===== config.mk =====
export PLATFORM = sky130hd
export DESIGN_NAME = mem_port_arbiter
export DESIGN_NICKNAME = d
export VERILOG_FILES = /design/src/rtl/mem_arb_pkg.sv /design/src/rtl/rr_picker.sv /design/src/rtl/mem_port_arbiter.sv
export SDC_FILE = /design/constraint.sdc
export NUM_CORES = 1
export LEC_CHECK = 0
export CORE_AREA = 2 2 98 100
export DETAILED_ROUTE_END_ITERATION = 16
export DIE_AREA = 0 0 100 102
export PLACE_DENSITY = 0.81
export SLEW_MARGIN = 40
export SYNTH_ARGS = -nofsm -noshare
export SYNTH_HDL_FRONTEND = slang
export SYNTH_HIERARCHICAL = 1
export SYNTH_SLANG_ARGS = --single-unit

===== constraint.sdc =====
create_clock -name clk -period 7.3 [get_ports clk]
set_input_delay 2.19 -clock clk [delete_from_list [all_inputs] [get_ports clk]]
set_output_delay 2.19 -clock clk [all_outputs]
set_load 0.005 [all_outputs]

===== src/rtl/mem_arb_pkg.sv =====
// Shared types and constants for the scratch-memory port arbiter.
package mem_arb_pkg;

    typedef enum logic [1:0] {
        IDLE = 2'd0,
        XFER = 2'd1,
        DONE = 2'd2
    } arb_state_t;

    localparam int MEM_ADDR_W = 7;
    localparam int MEM_DATA_W = 32;
    localparam int MEM_LEN_W  = 5;

    localparam int REQ_FILT = 0;
    localparam int REQ_IN   = 1;
    localparam int REQ_WB   = 2;

endpackage


===== src/rtl/rr_picker.sv =====
// Combinational round-robin choice: first requester at or after rr_ptr, wrapping.
module rr_picker #(
    parameter int N_REQ = 3,
    parameter int PTR_W = (N_REQ > 1) ? $clog2(N_REQ) : 1
) (
    input  logic [N_REQ-1:0] req,
    input  logic [PTR_W-1:0] rr_ptr,
    output logic             valid,
    output logic [PTR_W-1:0] winner
);

    logic [PTR_W-1:0] cand;

    // Scan from the farthest offset down so the closest requester to rr_ptr wins last.
    always_comb begin
        valid  = |req;
        winner = '0;
        cand   = '0;
        for (int k = N_REQ - 1; k >= 0; k--) begin
            cand = PTR_W'((int'(rr_ptr) + k) % N_REQ);
            if (req[cand]) winner = cand;
        end
    end

endmodule


===== src/rtl/mem_port_arbiter.sv =====
// Shares the single scratch memory port among burst masters: round-robin grant,
// address sequencing, write strobes and read data return.
module mem_port_arbiter
    import mem_arb_pkg::*;
#(
    parameter int N_REQ  = 3,
    parameter int ADDR_W = MEM_ADDR_W,
    parameter int DATA_W = MEM_DATA_W,
    parameter int LEN_W  = MEM_LEN_W
) (
    input  logic                    clk,
    input  logic                    rst,
    input  logic [N_REQ-1:0]        req,
    input  logic [N_REQ-1:0]        req_wr,
    input  logic [N_REQ*ADDR_W-1:0] req_base,
    input  logic [N_REQ*LEN_W-1:0]  req_len,
    input  logic [N_REQ*DATA_W-1:0] req_wdata,
    output logic [N_REQ-1:0]        gnt,
    output logic                    beat,
    output logic [DATA_W-1:0]       rdata,
    output logic                    burst_done,
    output logic                    busy,
    output logic [ADDR_W-1:0]       mem_index,
    output logic [DATA_W-1:0]       mem_in,
    output logic                    mem_wr,
    input  logic [DATA_W-1:0]       mem_out
);

    localparam int PTR_W = (N_REQ > 1) ? $clog2(N_REQ) : 1;

    arb_state_t       state, state_n;
    logic [PTR_W-1:0] rr_ptr;
    logic [PTR_W-1:0] winner_q;
    logic [PTR_W-1:0] pick_id;
    logic             pick_valid;
    logic [LEN_W-1:0] beat_cnt;
    logic [LEN_W-1:0] last_q;
    logic [LEN_W-1:0] pick_len;
    logic [N_REQ-1:0] gnt_q;
    logic [ADDR_W-1:0] mem_index_q;
    logic             mem_wr_q;
    logic             last_beat;

    rr_picker #(.N_REQ(N_REQ), .PTR_W(PTR_W)) u_picker (
        .req    (req),
        .rr_ptr (rr_ptr),
        .valid  (pick_valid),
        .winner (pick_id)
    );

    assign pick_len  = req_len[int'(pick_id)*LEN_W +: LEN_W];
    assign last_beat = (beat_cnt == last_q);

    always_ff @(posedge clk or posedge rst) begin
        if (rst) state <= IDLE;
        else     state <= state_n;
    end

    always_comb begin
        state_n = state;
        case (state)
            IDLE:    if (pick_valid) state_n = XFER;
            XFER:    if (last_beat)  state_n = DONE;
            DONE:    state_n = IDLE;
            default: state_n = IDLE;
        endcase
    end

    // Burst registers; address, grant and strobe are registered so nothing on the
    // memory side depends combinationally on req.
    always_ff @(posedge clk or posedge rst) begin
        if (rst) begin
            rr_ptr      <= '0;
            winner_q    <= '0;
            beat_cnt    <= '0;
            last_q      <= '0;
            gnt_q       <= '0;
            mem_index_q <= '0;
            mem_wr_q    <= 1'b0;
        end else begin
            case (state)
                IDLE: begin
                    if (pick_valid) begin
                        winner_q    <= pick_id;
                        beat_cnt    <= '0;
                        last_q      <= (pick_len == '0) ? '0 : pick_len - 1'b1;
                        gnt_q       <= {{(N_REQ-1){1'b0}}, 1'b1} << pick_id;
                        mem_index_q <= req_base[int'(pick_id)*ADDR_W +: ADDR_W];
                        mem_wr_q    <= req_wr[pick_id];
                    end
                end
                XFER: begin
                    beat_cnt    <= beat_cnt + 1'b1;
                    mem_index_q <= mem_index_q + 1'b1;
                    if (last_beat) begin
                        gnt_q       <= '0;
                        mem_wr_q    <= 1'b0;
                        mem_index_q <= '0;
                    end
                end
                DONE: begin
                    rr_ptr <= (int'(winner_q) == N_REQ - 1) ? '0 : winner_q + 1'b1;
                end
                default: ;
            endcase
        end
    end

    assign gnt        = gnt_q;
    assign beat       = (state == XFER);
    assign burst_done = (state == DONE);
    assign busy       = (state != IDLE);
    assign mem_index  = mem_index_q;
    assign mem_wr     = mem_wr_q;
    assign mem_in     = mem_wr_q ? req_wdata[int'(winner_q)*DATA_W +: DATA_W] : '0;
    assign rdata      = mem_out;

endmodule

; After elaboration in Yosys (flattened, before gate mapping)
; Cells that the tools add are included.
[totals]
elab_cells = 70
register_bits = 27
input_bits = 172
mem_bits_rw = 0
memories = 0
latch_bits = 0
output_inout_bits = 78
romBits = 0
[classes]
n_mux = 28
bitwise = 0
order_cmp = 4
shifts = 4
n_reduce_logical = 9
n_mul = 2
div_mod_pow = 3
addsub = 6
eq_ne = 6
[ops]
columns = cell, n
row1 = $shiftx 96x8->32, 1
row2 = $mod 32x3->32 const B, 2
row3 = $mod 3x3->32 const B, 1
row4 = $mux 32, 1
row5 = $shiftx 21x6->7, 1
row6 = $shiftx 15x6->5, 1
row7 = $mux 7, 2
row8 = $pmux 7 s2, 1
row9 = $lt 2x3->1 const B, 4
row10 = $mux 2, 6
row11 = $mul 2x3->5 const B, 2
row12 = $mux 5, 2
row13 = $pmux 5 s2, 1
row14 = $bmux 1 s2, 4
row15 = $add 7x1->7 const B, 1
row16 = $mux 1, 6
row17 = $mux 3, 2
row18 = $pmux 3 s2, 1
row19 = $reduce_and 2->1, 3
row20 = $add 5x1->5 const B, 1
row21 = $eq 5x5->1, 1
row22 = $logic_not 5->1, 1
row23 = $sub 5x1->5 const B, 1
row24 = $eq 2x2->1 const B, 2
row25 = 13 further kinds, 14

; Depth between registers and ports, before layout
[logic_depth]
depth_word = 11
ltp_mapped = 14
mapped_depth_nobuf = 12

; By module
; The synthesis kept the hierarchy.
[modules_own_cells]
columns = module, area_per_inst_um2, cells_per_inst, instances, seq_area_each_um2
row1 = mem_port_arbiter, 2765.2, 354, 1, 675.6
row2 = rr_picker, 150.1, 20, 1, 0.0

; Worst setup path after synthesis
; OpenSTA, ideal clock, no wires.
[synth_path]
path_kind = in2out
start = input port req_wdata[64]
end = output port mem_in[0]
stages = 3
arrival_ns = 2.522
path_slack_ns = 2.588
required_ns = 5.110
n_path_buf = 0
cell_sequence = mux2i_1 o21ai_0 and2_1
[synth_via]
elab_chain_cells = 2
[synth_rtl]
columns = item, line
row1 = "start, declared", mem_port_arbiter.sv:17  ; input logic [N_REQ*DATA_W-1:0] req_wdata,
row2 = $shiftx 96x8->32, mem_port_arbiter.sv:115  ; assign mem_in = mem_wr_q ? req_wdata[int'(winner_q)*DATA_W +: DATA_W] : '0;
row3 = $mux 32, mem_port_arbiter.sv:115
row4 = "end, declared", mem_port_arbiter.sv:24  ; output logic [DATA_W-1:0] mem_in,
; No other way between the ends.

; Worst setup path after layout
[layout_path]
start = input port req_wdata[68]
end = output port mem_in[4]
; The elaborated chain is that of the path after synthesis.

==> results by group <==
Run status
  • Status: finished clean

Synth
  • Yosys cell types: 50
  • Number of flops mapped to enable cells by yosys: 0
  • Count leader, synth: nand2_1
  • Syn Nets: 552
  • Dominant synthesized flop cell: dfrtp_1
  • Synth top cells by count: nand2_1 (58), o21ai_0 (49), mux2i_1 (45), and2_1 (33), buf_4 (32)
  • Area leader, netlist: dfrtp_1
  • Yosys reg bits: 27
  • Post-synth ARST share: 100%
  • Sequential share of the synthesized area: 23.2%
  • Synth top area share: 23.2%
  • Top post-synthesis cells by area: dfrtp_1 (23%), mux2i_1 (15%), o21ai_0 (8.4%)
  • Mapped Avg Cell Area: 7.79 µm²
  • Cells after Synth: 374
  • Mapped cell area: 2920 µm²
  • Ys Warns: 6

Placed design
  • Placed cells: 616
  • PortBufs: 185
  • Hpwl dp: 8380 µm
  • Placement Setup Slack: 1.35 ns
  • Final GP Congestion: 0.906

Clock network
  • CTS root buf: clkbuf_8
  • Worst-path clk slew: 0.09 ns
  • Post-CTS Hold Buffers: 0
  • Clock Tree Buf Depth: 2
  • Clock sinks: 27
  • Clock Latency Late Sink: 0.28 ns
  • CTS H-Tree Depth: 1
  • Post_cts resized: 0
  • Inserted Clock Buffers: 3
  • Postcts setup bufs: 0
  • CTS tree: yes

Floorplanning
  • Die height: 102 µm
  • Chip Width: 100 µm
  • Starting Density: 32.0%
  • CORE AREA: 9110 µm²
  • Num ports: 250
  • Row count: 35
  • Die area: 10200 µm²

Route
  • DR iter-0 viols: 120
  • Total number of vias: 3165
  • ANT nets after route: 0
  • WL/cell: 16.5 µm
  • Drt drc: 0
  • Post-Route WL: 10200 µm
  • Via density: 5.10
  • Drt pass-1 iters: 4

STA
  • Fin crit period: 5.96 ns
  • Final Setup Violations: 0
  • Slew @ Worst Pin: 0.677 ns
  • Setup Skew: 0.0103 ns
  • Final hold vios: 0
  • Setup TNS: 0 ns
  • Fmax: 168 MHz
  • RSZ-0062 raised after global routing: false
  • Slew HR: 54.8%
  • Setup WS post-layout: 1.34 ns
  • Slew Limit Fails: 0
  • Period utilization: 81.6%

GRT
  • Largest net degree at the start of global routing: 37
  • Total global-route track usage: 19.3%
  • First-pass GRT wire length: 15900 µm
  • GR Overflow Total: 0
  • Initial antenna violation count: 0
  • Vias in the first global route: 3286

Finish
  • Share of layout cells above drive strength 1: 4.13%
  • # nets final: 688
  • Post-Route Utilization: 51.0%
  • Antenna cells: 0
  • Fin cells: 620
  • Area Overhead vs Synth: 59.3%

Worst setup path
  • Critical Path Max Stage Delay: 0.56 ns
  • CP delay by family, top: buffers and inverters
  • Worst path slowest cell: clkdlybuf4s50_1
  • Worst path cell trace: clkdlybuf4s50_1 -> mux2i_1 -> o21ai_0 -> and2_1 -> clkdlybuf4s50_1
  • CP endpoint kind: output port
  • Critical Path Fanout Max: 1
  • Cell mode on critical path: clkdlybuf4s50_1
  • Startpoint types: input pin
  • Buf+Inv Stages, Crit Path: 2
  • Worst setup path category: in -> out
  • R2R Setup Slk: 4.06 ns
  • CP arrival: 3.77 ns
  • Worst EP required: 5.11 ns

Pwr
  • Leakage power: 0.00179 µW
  • Power Density: 300 nW/µm²
  • IR drop worst, VDD: 166 µV

Hold path
  • HP Class: reg -> reg

Flow run
  • Max Cap Violations: 0
==> flip-flops by register name, indices dropped and copies added, names as in the netlist <==
| register | count |
|---|---|
| rr_ptr | 2 |
| last_q | 5 |
| gnt | 3 |
| mem_index | 7 |
| state | 2 |
| winner_q | 2 |
| mem_wr | 1 |
| beat_cnt | 5 |
==> area by class of cell <==
| class | count | area (µm²) |
|---|---|---|
| multi-input cells | 279 | 1850 |
| well taps | 111 | 139 |
| clock inverters | 1 | 5.00 |
| flip-flops and latches | 27 | 682 |
| repair buffers | 188 | 1880 |
| fillers | 844 | 4470 |
| clock buffers | 3 | 41.3 |
| inverters | 11 | 43.8 |
==> cells in the final DEF (no fill, tap or decap), types with 2 or more instances in the layout <==
| cell | n |
|---|---|
| a21o_1 | 5 |
| a21oi_1 | 8 |
| a2bb2oi_1 | 3 |
| and2_1 | 33 |
| and2b_1 | 2 |
| buf_4 | 2 |
| clkbuf_8 | 3 |
| clkdlybuf4s50_1 | 185 |
| dfrtp_1 | 24 |
| dfrtp_2 | 2 |
| ha_1 | 6 |
| inv_1 | 9 |
| mux2i_1 | 45 |
| nand2_1 | 57 |
| nand2b_1 | 3 |
| nand3_1 | 5 |
| nand3b_1 | 2 |
| nand4_1 | 3 |
| nor2_1 | 13 |
| o21a_1 | 2 |
| o21ai_0 | 49 |
| o21ai_1 | 2 |
| o2bb2ai_1 | 2 |
| o31ai_1 | 4 |
| o32ai_1 | 4 |
| xnor2_1 | 6 |
==> cell families after synthesis <==
family	synth area share [%]
AND/OR/NAND/NOR	21.5
multiplexers	15.8
XOR/XNOR	2.10
adder cells (fa/ha/maj)	2.58
buffers and inverters	14.2
AO/OA/AOI/OAI	20.6
flip-flops	23.2
==> per-stage QoR <==
stage | hold slack, ns | total power [µW] | instance area [µm²]
2_1_floorplan | 0.470 | 927 | 2920
3_5_place_dp | 0.491 | 1310 | 4590
3_3_place_gp | 0.491 | 1270 | 4580
5_1_grt | 0.533 | 1510 | 4640
6_report | 0.505 | 1400 | 4640
4_1_cts | 0.511 | 1390 | 4640
==> per-layer routing <==
metal  GRT usage [%]  wire [µm]  part of all wire [%]  vias up
li1                -          -                     -     1534
met1            22.7       4130                    40     1465
met2            37.3       5240                    51      146
met3            2.46        661                   6.5       20
met4            4.74        212                   2.1        0
met5               0          0                     0        -
==> report_power, final <==
group          switching (µW)  internal (µW)  total (µW)
Sequential                124            218         342
Combinational             456            511         966
Clock                    48.6           38.3        86.9
Total                     628            767        1400
==> path summary, 6_finish.rpt <==
path                               startpoint     endpoint  cells after the start
worst max-delay path            req_wdata[68]    mem_in[4]                      5
worst min-delay path                last_q[0]    last_q[0]                      2
worst max register to register      rr_ptr[0]    last_q[3]                     13
min in group asynchronous                 rst       gnt[0]                      2
worst min register to register      last_q[0]    last_q[0]                      2
max in group asynchronous                 rst  winner_q[1]                      2
==> worst register-to-register path: cells and delay by family, from the launching register on <==
kind	cells	cell delay [ns]
DFF	1	0.39
buffers and inverters	2	0.33
muxes	1	0.20
AOI/OAI and AO/OA	6	1.26
adders and majority gates	2	0.58
and+or+nand+nor	2	0.35
No activity file was read; power rests on OpenSTA's default activity.
